[src/rtl/spi_cmd_sequencer.sv]
// -----------------------------------------------------------------------------
// spi_cmd_sequencer
//
// Purpose: turns the byte stream of an SPI slave into register accesses.
// The first byte of each frame is a command: bit7 = write (1) or read (0),
// bits 6:AW are reserved and must be zero, and bits AW-1:0 give the start
// address. In a write frame each following byte is written to the register
// file. In a read frame the addressed register is presented on tx_byte for
// the next transfer. A command with a reserved bit set discards the rest of
// the frame and bumps a saturating error counter.
//
// Optional feature (compile-time macro SPI_SEQ_BURST_EN):
//   defined   -> the address auto-increments (mod NUM_REGS) after every data
//                byte, so a frame can stream through the register file.
//   undefined -> the address is fixed; the first data byte of a read or
//                write frame moves the sequencer to DISCARD (no error).
//
// Ports:
//   clk          in   single clock, rising edge
//   rst          in   asynchronous active-high reset
//   frame_active in   slave-select asserted (already synchronised to clk)
//   rx_valid     in   one-cycle pulse, rx_byte holds a complete byte
//   rx_byte      in   received byte
//   tx_byte      out  byte to shift out on the next transfer
//   tx_load      out  one-cycle pulse when tx_byte takes a new value
//   reg_wr_en    out  one-cycle register write strobe
//   reg_addr     out  register address (read and write path)
//   reg_wdata    out  register write data
//   reg_rdata    in   combinational read data for reg_addr
//   busy         out  high whenever the sequencer is not IDLE
//   err_count    out  number of malformed commands, saturates at 255
// -----------------------------------------------------------------------------
module spi_cmd_sequencer #(
  parameter  int NUM_REGS = 8,
  localparam int AW       = $clog2(NUM_REGS)
) (
  input  logic          clk,
  input  logic          rst,
  input  logic          frame_active,
  input  logic          rx_valid,
  input  logic [7:0]    rx_byte,
  output logic [7:0]    tx_byte,
  output logic          tx_load,
  output logic          reg_wr_en,
  output logic [AW-1:0] reg_addr,
  output logic [7:0]    reg_wdata,
  input  logic [7:0]    reg_rdata,
  output logic          busy,
  output logic [7:0]    err_count
);

`ifdef SPI_SEQ_BURST_EN
  localparam bit BURST_EN = 1'b1;
`else
  localparam bit BURST_EN = 1'b0;
`endif

  typedef enum logic [2:0] {
    S_IDLE    = 3'd0,
    S_CMD     = 3'd1,
    S_WRITE   = 3'd2,
    S_READ    = 3'd3,
    S_DISCARD = 3'd4
  } state_t;

  state_t          r_state;
  state_t          w_next;
  logic            r_tx_load;
  logic            r_wr_en;
  logic [AW-1:0]   r_addr;
  logic [7:0]      r_wdata;
  logic [7:0]      r_err;
  logic            w_rsvd;
  logic            w_wr_accept;

  // Any set bit between bit6 and bit AW marks a malformed command.
  assign w_rsvd = |(rx_byte[6:0] >> AW);

  // A data byte arriving while the previous write strobe is still high is
  // dropped so the strobe can never stay high for two cycles in a row.
  assign w_wr_accept = rx_valid && !r_wr_en;

  // State register
  always_ff @(posedge clk or posedge rst) begin
    if (rst) r_state <= S_IDLE;
    else     r_state <= w_next;
  end

  // Next-state logic. Losing frame_active wins over everything, which also
  // drops an rx_valid that lands on the same cycle.
  always_comb begin
    w_next = r_state;
    case (r_state)
      S_IDLE: begin
        if (frame_active) w_next = S_CMD;
      end
      S_CMD: begin
        if (!frame_active)     w_next = S_IDLE;
        else if (rx_valid) begin
          if (w_rsvd)          w_next = S_DISCARD;
          else if (rx_byte[7]) w_next = S_WRITE;
          else                 w_next = S_READ;
        end
      end
      S_WRITE: begin
        if (!frame_active)                  w_next = S_IDLE;
        else if (w_wr_accept && !BURST_EN)  w_next = S_DISCARD;
      end
      S_READ: begin
        if (!frame_active)               w_next = S_IDLE;
        else if (rx_valid && !BURST_EN)  w_next = S_DISCARD;
      end
      S_DISCARD: begin
        if (!frame_active) w_next = S_IDLE;
      end
      default: w_next = S_IDLE;
    endcase
  end

  // Output logic. In READ the transmit byte follows the register file
  // directly, so it is valid in the same cycle the new address is.
  always_comb begin
    busy    = (r_state != S_IDLE);
    tx_byte = 8'h00;
    case (r_state)
      S_READ:    tx_byte = reg_rdata;
      S_DISCARD: tx_byte = 8'hFF;
      default:   tx_byte = 8'h00;
    endcase
  end

  // Datapath: address, write strobe/data, tx_load pulse, error counter.
  always_ff @(posedge clk or posedge rst) begin
    if (rst) begin
      r_tx_load <= 1'b0;
      r_wr_en   <= 1'b0;
      r_addr    <= '0;
      r_wdata   <= 8'h00;
      r_err     <= 8'h00;
    end else begin
      r_tx_load <= 1'b0;
      r_wr_en   <= 1'b0;
      if (r_state != S_IDLE && !frame_active) begin
        // Frame end: tx_byte returns to 8'h00 with a load pulse.
        r_tx_load <= 1'b1;
      end else begin
        case (r_state)
          S_CMD: begin
            if (rx_valid) begin
              if (w_rsvd) begin
                r_tx_load <= 1'b1;
                if (r_err != 8'hFF) r_err <= r_err + 8'd1;
              end else begin
                r_addr <= rx_byte[AW-1:0];
                if (!rx_byte[7]) r_tx_load <= 1'b1;
              end
            end
          end
          S_WRITE: begin
            // Advance only after the strobe cycle so the write uses the
            // address that was current when the byte arrived.
            if (r_wr_en && BURST_EN) r_addr <= r_addr + 1'b1;
            if (w_wr_accept) begin
              r_wr_en <= 1'b1;
              r_wdata <= rx_byte;
              if (!BURST_EN) r_tx_load <= 1'b1;
            end
          end
          S_READ: begin
            if (rx_valid) begin
              if (BURST_EN) r_addr <= r_addr + 1'b1;
              r_tx_load <= 1'b1;
            end
          end
          default: ;
        endcase
      end
    end
  end

  assign tx_load   = r_tx_load;
  assign reg_wr_en = r_wr_en;
  assign reg_addr  = r_addr;
  assign reg_wdata = r_wdata;
  assign err_count = r_err;

endmodule

[config.mk]
export PLATFORM = sky130hd
export DESIGN_NAME = spi_cmd_sequencer
export DESIGN_NICKNAME = d
export VERILOG_FILES = /design/src/rtl/spi_cmd_sequencer.sv
export SDC_FILE = /design/constraint.sdc
export NUM_CORES = 1
export LEC_CHECK = 0
export CORE_ASPECT_RATIO = 0.7
export CORE_MARGIN = 2
export CORE_UTILIZATION = 44
export CTS_BUF_LIST = sky130_fd_sc_hd__clkbuf_2
export CTS_CLUSTER_DIAMETER = 50
export DETAILED_ROUTE_END_ITERATION = 12
export HOLD_SLACK_MARGIN = 0.12
export PLACE_DENSITY = 0.82
export SYNTH_ARGS = -nofsm -noshare
export SYNTH_HDL_FRONTEND = slang
export SYNTH_SLANG_ARGS = --single-unit
[constraint.sdc]
create_clock -name clk -period 2 [get_ports clk]
set_input_delay 0.5 -clock clk [delete_from_list [all_inputs] [get_ports clk]]
set_output_delay 0.5 -clock clk [all_outputs]
set_load 0.01 [all_outputs]
==> flow_metrics.tcl <==
set metrics [dict create \
    cts_inserted_buffers 3 \
    rows 15 \
    clock_latency_ns 0.33 \
    place_ws_ns -0.283 \
    yosysUniqueCellTypes 32 \
    p_int_mw 0.836 \
    regArea_um2 603 \
    grt.total_usage 0.234 \
    yosysTopAreaCell "dfrtp_1" \
    fin_skew_ns 0.0113 \
    filler_cell_count 172 \
    setup.worst_path.end_class "primary output" \
    synth_edf_count 0 \
    p_leak_nw 1.02 \
    wl_mm 3.46 \
    tns_ns -0.328 \
    design_area_mm2 0.00196 \
    grt_pass1_wl_mm 5.38 \
    peakVddDrop_mv 0.432 \
    cts_tree "built" \
    rsz0062_at_grt "true" \
    wl_met2_mm 1.70 \
    syn_area_mm2 0.00122 \
    boundaryPins 50 \
    ys_seq_area_frac 0.493 \
    multi_input_area_um2 616 \
    root_buffer "clkbuf_2" \
    setup_viol 9 \
    highest_layer "met4" \
    holdCritPathClass "input pin to async pin" \
    gp_congestion 0.839 \
    core_area_mm2 0.00255 \
    maxCapViolCount 0 \
    firstDrtPassIters 4 \
    min_period_over_period 1.03 \
    fin_nets 203 \
    whs_ns 0.467 \
    antenna_found_initial 0 \
    critPathMaxFanout 3 \
    synth.area.top_cells "dfrtp_1 (49%), mux2_4 (9.9%), a21o_1 (5.5%)" \
    violations "setup timing" \
    wl_per_cell_um 16.1 \
    met1_length_mm 1.50 \
    h-tree-depth 1 \
    fmax_mhz 486 \
    postCtsHoldBufs 0 \
    avgSynthCellArea_um2 11.6 \
    synth_cells 105 \
    maxSlewHeadroom 0.800 \
    fin_crit_ns 2.06 \
    p_comb_frac 0.338 \
    diodes 0 \
    switchingPower_mw 0.385 \
    cts.clk_slew.worst_paths_ns 0.22 \
    postRouteAntennaNets 0 \
    route.detailed.drc 0 \
    cts.sinks 24 \
    tightest_slew_ns 0.300 \
    dieArea_mm2 0.00321 \
    overflow 0 \
    start_util 0.477 \
    postSynth.asyncResetShare 1.00 \
    p_per_area_mw_per_mm2 624 \
    finalWorstSetupSlack_ns -0.0558 \
    pwr-share-clk 0.150 \
    grt_max_degree 25 \
    cts_buffer_depth 2 \
    yosysWarnings 0 \
    worst_ep_arrival_time_ns 1.56 \
    final_layout_size_suffix_gt1_frac 0.331 \
    critical_path_class "flip-flop to primary output" \
    hold_violations 0 \
    slew_viol_final 0 \
    vias_per_cell 5.35 \
    syn_nets 126 \
    synth.most_common_cell "dfrtp_1" \
    swShare 0.315 \
    hpwl_mm 2.53 \
    die_h_um 48.0 \
    cp.required_ns 1.50 \
    dr_wl_met3_um 227 \
    synth_common_cells "dfrtp_1 (24), nand2_1 (10), a21o_1 (9), mux2_4 (8), mux2_2 (6)" \
    grt_pass1_vias 1147 \
    vias 1151 \
    io_buffers 49 \
    synth_top_area_frac 0.493 \
    seqPwrFrac 0.512 \
    yosys_register_bits 24 \
    post_dp_cell_area_mm2 0.00186 \
    status "complete, but fails checks" \
    drtIter0Drc 71 \
    layout-area-overhead-vs-synth_pct 60.7 \
    startpoint_type "flip-flop" \
    synth_ff_type "dfrtp_1" \
    dieWidth_um 66.9 \
]
-- critical path, stage by stage (launching register included) --
cell	delay, ns
dfrtp_1	0.46
nor3b_4	0.17
buf_6	0.12
buf_6	0.11
buf_6	0.10
a21o_1	0.15
buf_6	0.12
-- logic make-up (layout without fill, tap and decap cells) --
logic type | after synthesis | in the layout | synth area share
simple gates | 39 | 39 | 0.186
flops | 24 | 24 | 0.493
compound gates | 16 | 16 | 0.0966
mux | 14 | 14 | 0.154
buf+inv | 6 | 82 | 0.0236
xor+xnor | 5 | 5 | 0.0360
fa+ha+maj | 1 | 1 | 0.0103
-- registers in the layout, summed over array words and instances (netlist names) --
register   count
err_count      8
reg_wdata      8
r_state        3
reg_addr       3
reg_wr_en      1
tx_load        1
-- routing by layer --
layer	up-vias	global-route usage
li1	528	-
met2	48	0.420
met3	7	0.0682
met1	568	0.290
met5	-	0
met4	0	0.0449
-- power by group through the flow --
stage	Sequential [mW]	Combinational, mW	Clock (mW)
final	0.624	0.413	0.183
after global routing	0.632	0.443	0.219
after CTS	0.618	0.404	0.189
after detailed placement	0.627	0.391	0
after global placement	0.622	0.379	0
after floorplan	0.639	0.138	0
-- final cells by class --
type,count,area share
inverter,3,0.00575
clock inverter,1,0.00192
timing repair buffer,75,0.340
sequential,24,0.308
tap,34,0.0217
multi-input combinational,75,0.315
clock buffer,3,0.00767
-- cells in the final DEF (no fill, tap or decap), types with 4 or more instances in the layout --
master	instances
buf_2	8
mux2_4	8
clkdlybuf4s50_1	40
xor2_1	4
buf_4	21
a21o_1	9
dfrtp_1	22
nand2b_1	5
nand2_1	10
mux2_2	6
nor2_1	4
buf_6	6
-- path summary, 6_finish.rpt --
path | startpoint | endpoint | slack (ns) | cells past startpoint
max in group asynchronous | rst | err_count[2] | 1.27 | 3
max | r_state[2] | tx_byte[7] | -0.06 | 6
min | rst | reg_wdata[1] | 0.47 | 3
max reg2reg | r_state[2] | reg_wdata[5] | 0.06 | 6
min reg2reg | reg_addr[0] | reg_addr[0] | 0.54 | 1
min in group clk | reg_addr[0] | reg_addr[0] | 0.54 | 1
-- per-stage QoR --
stage / total power, mW / util / cells
floorplan: 0.778 / - / 105
global placement: 1.00 / 0.729 / 202
detailed placement: 1.02 / 0.729 / 202
CTS: 1.21 / 0.752 / 215
global route: 1.29 / 0.767 / 215
finish: 1.22 / 0.767 / 215
-- timing repair --
item | CTS | global route
resized for setup | 40 | 9
setup buffers | 9 | 0
pin swaps | 1 | 1
setup endpoints to repair | 9 | 21
Note: power is estimated with default switching activity, not from simulation.
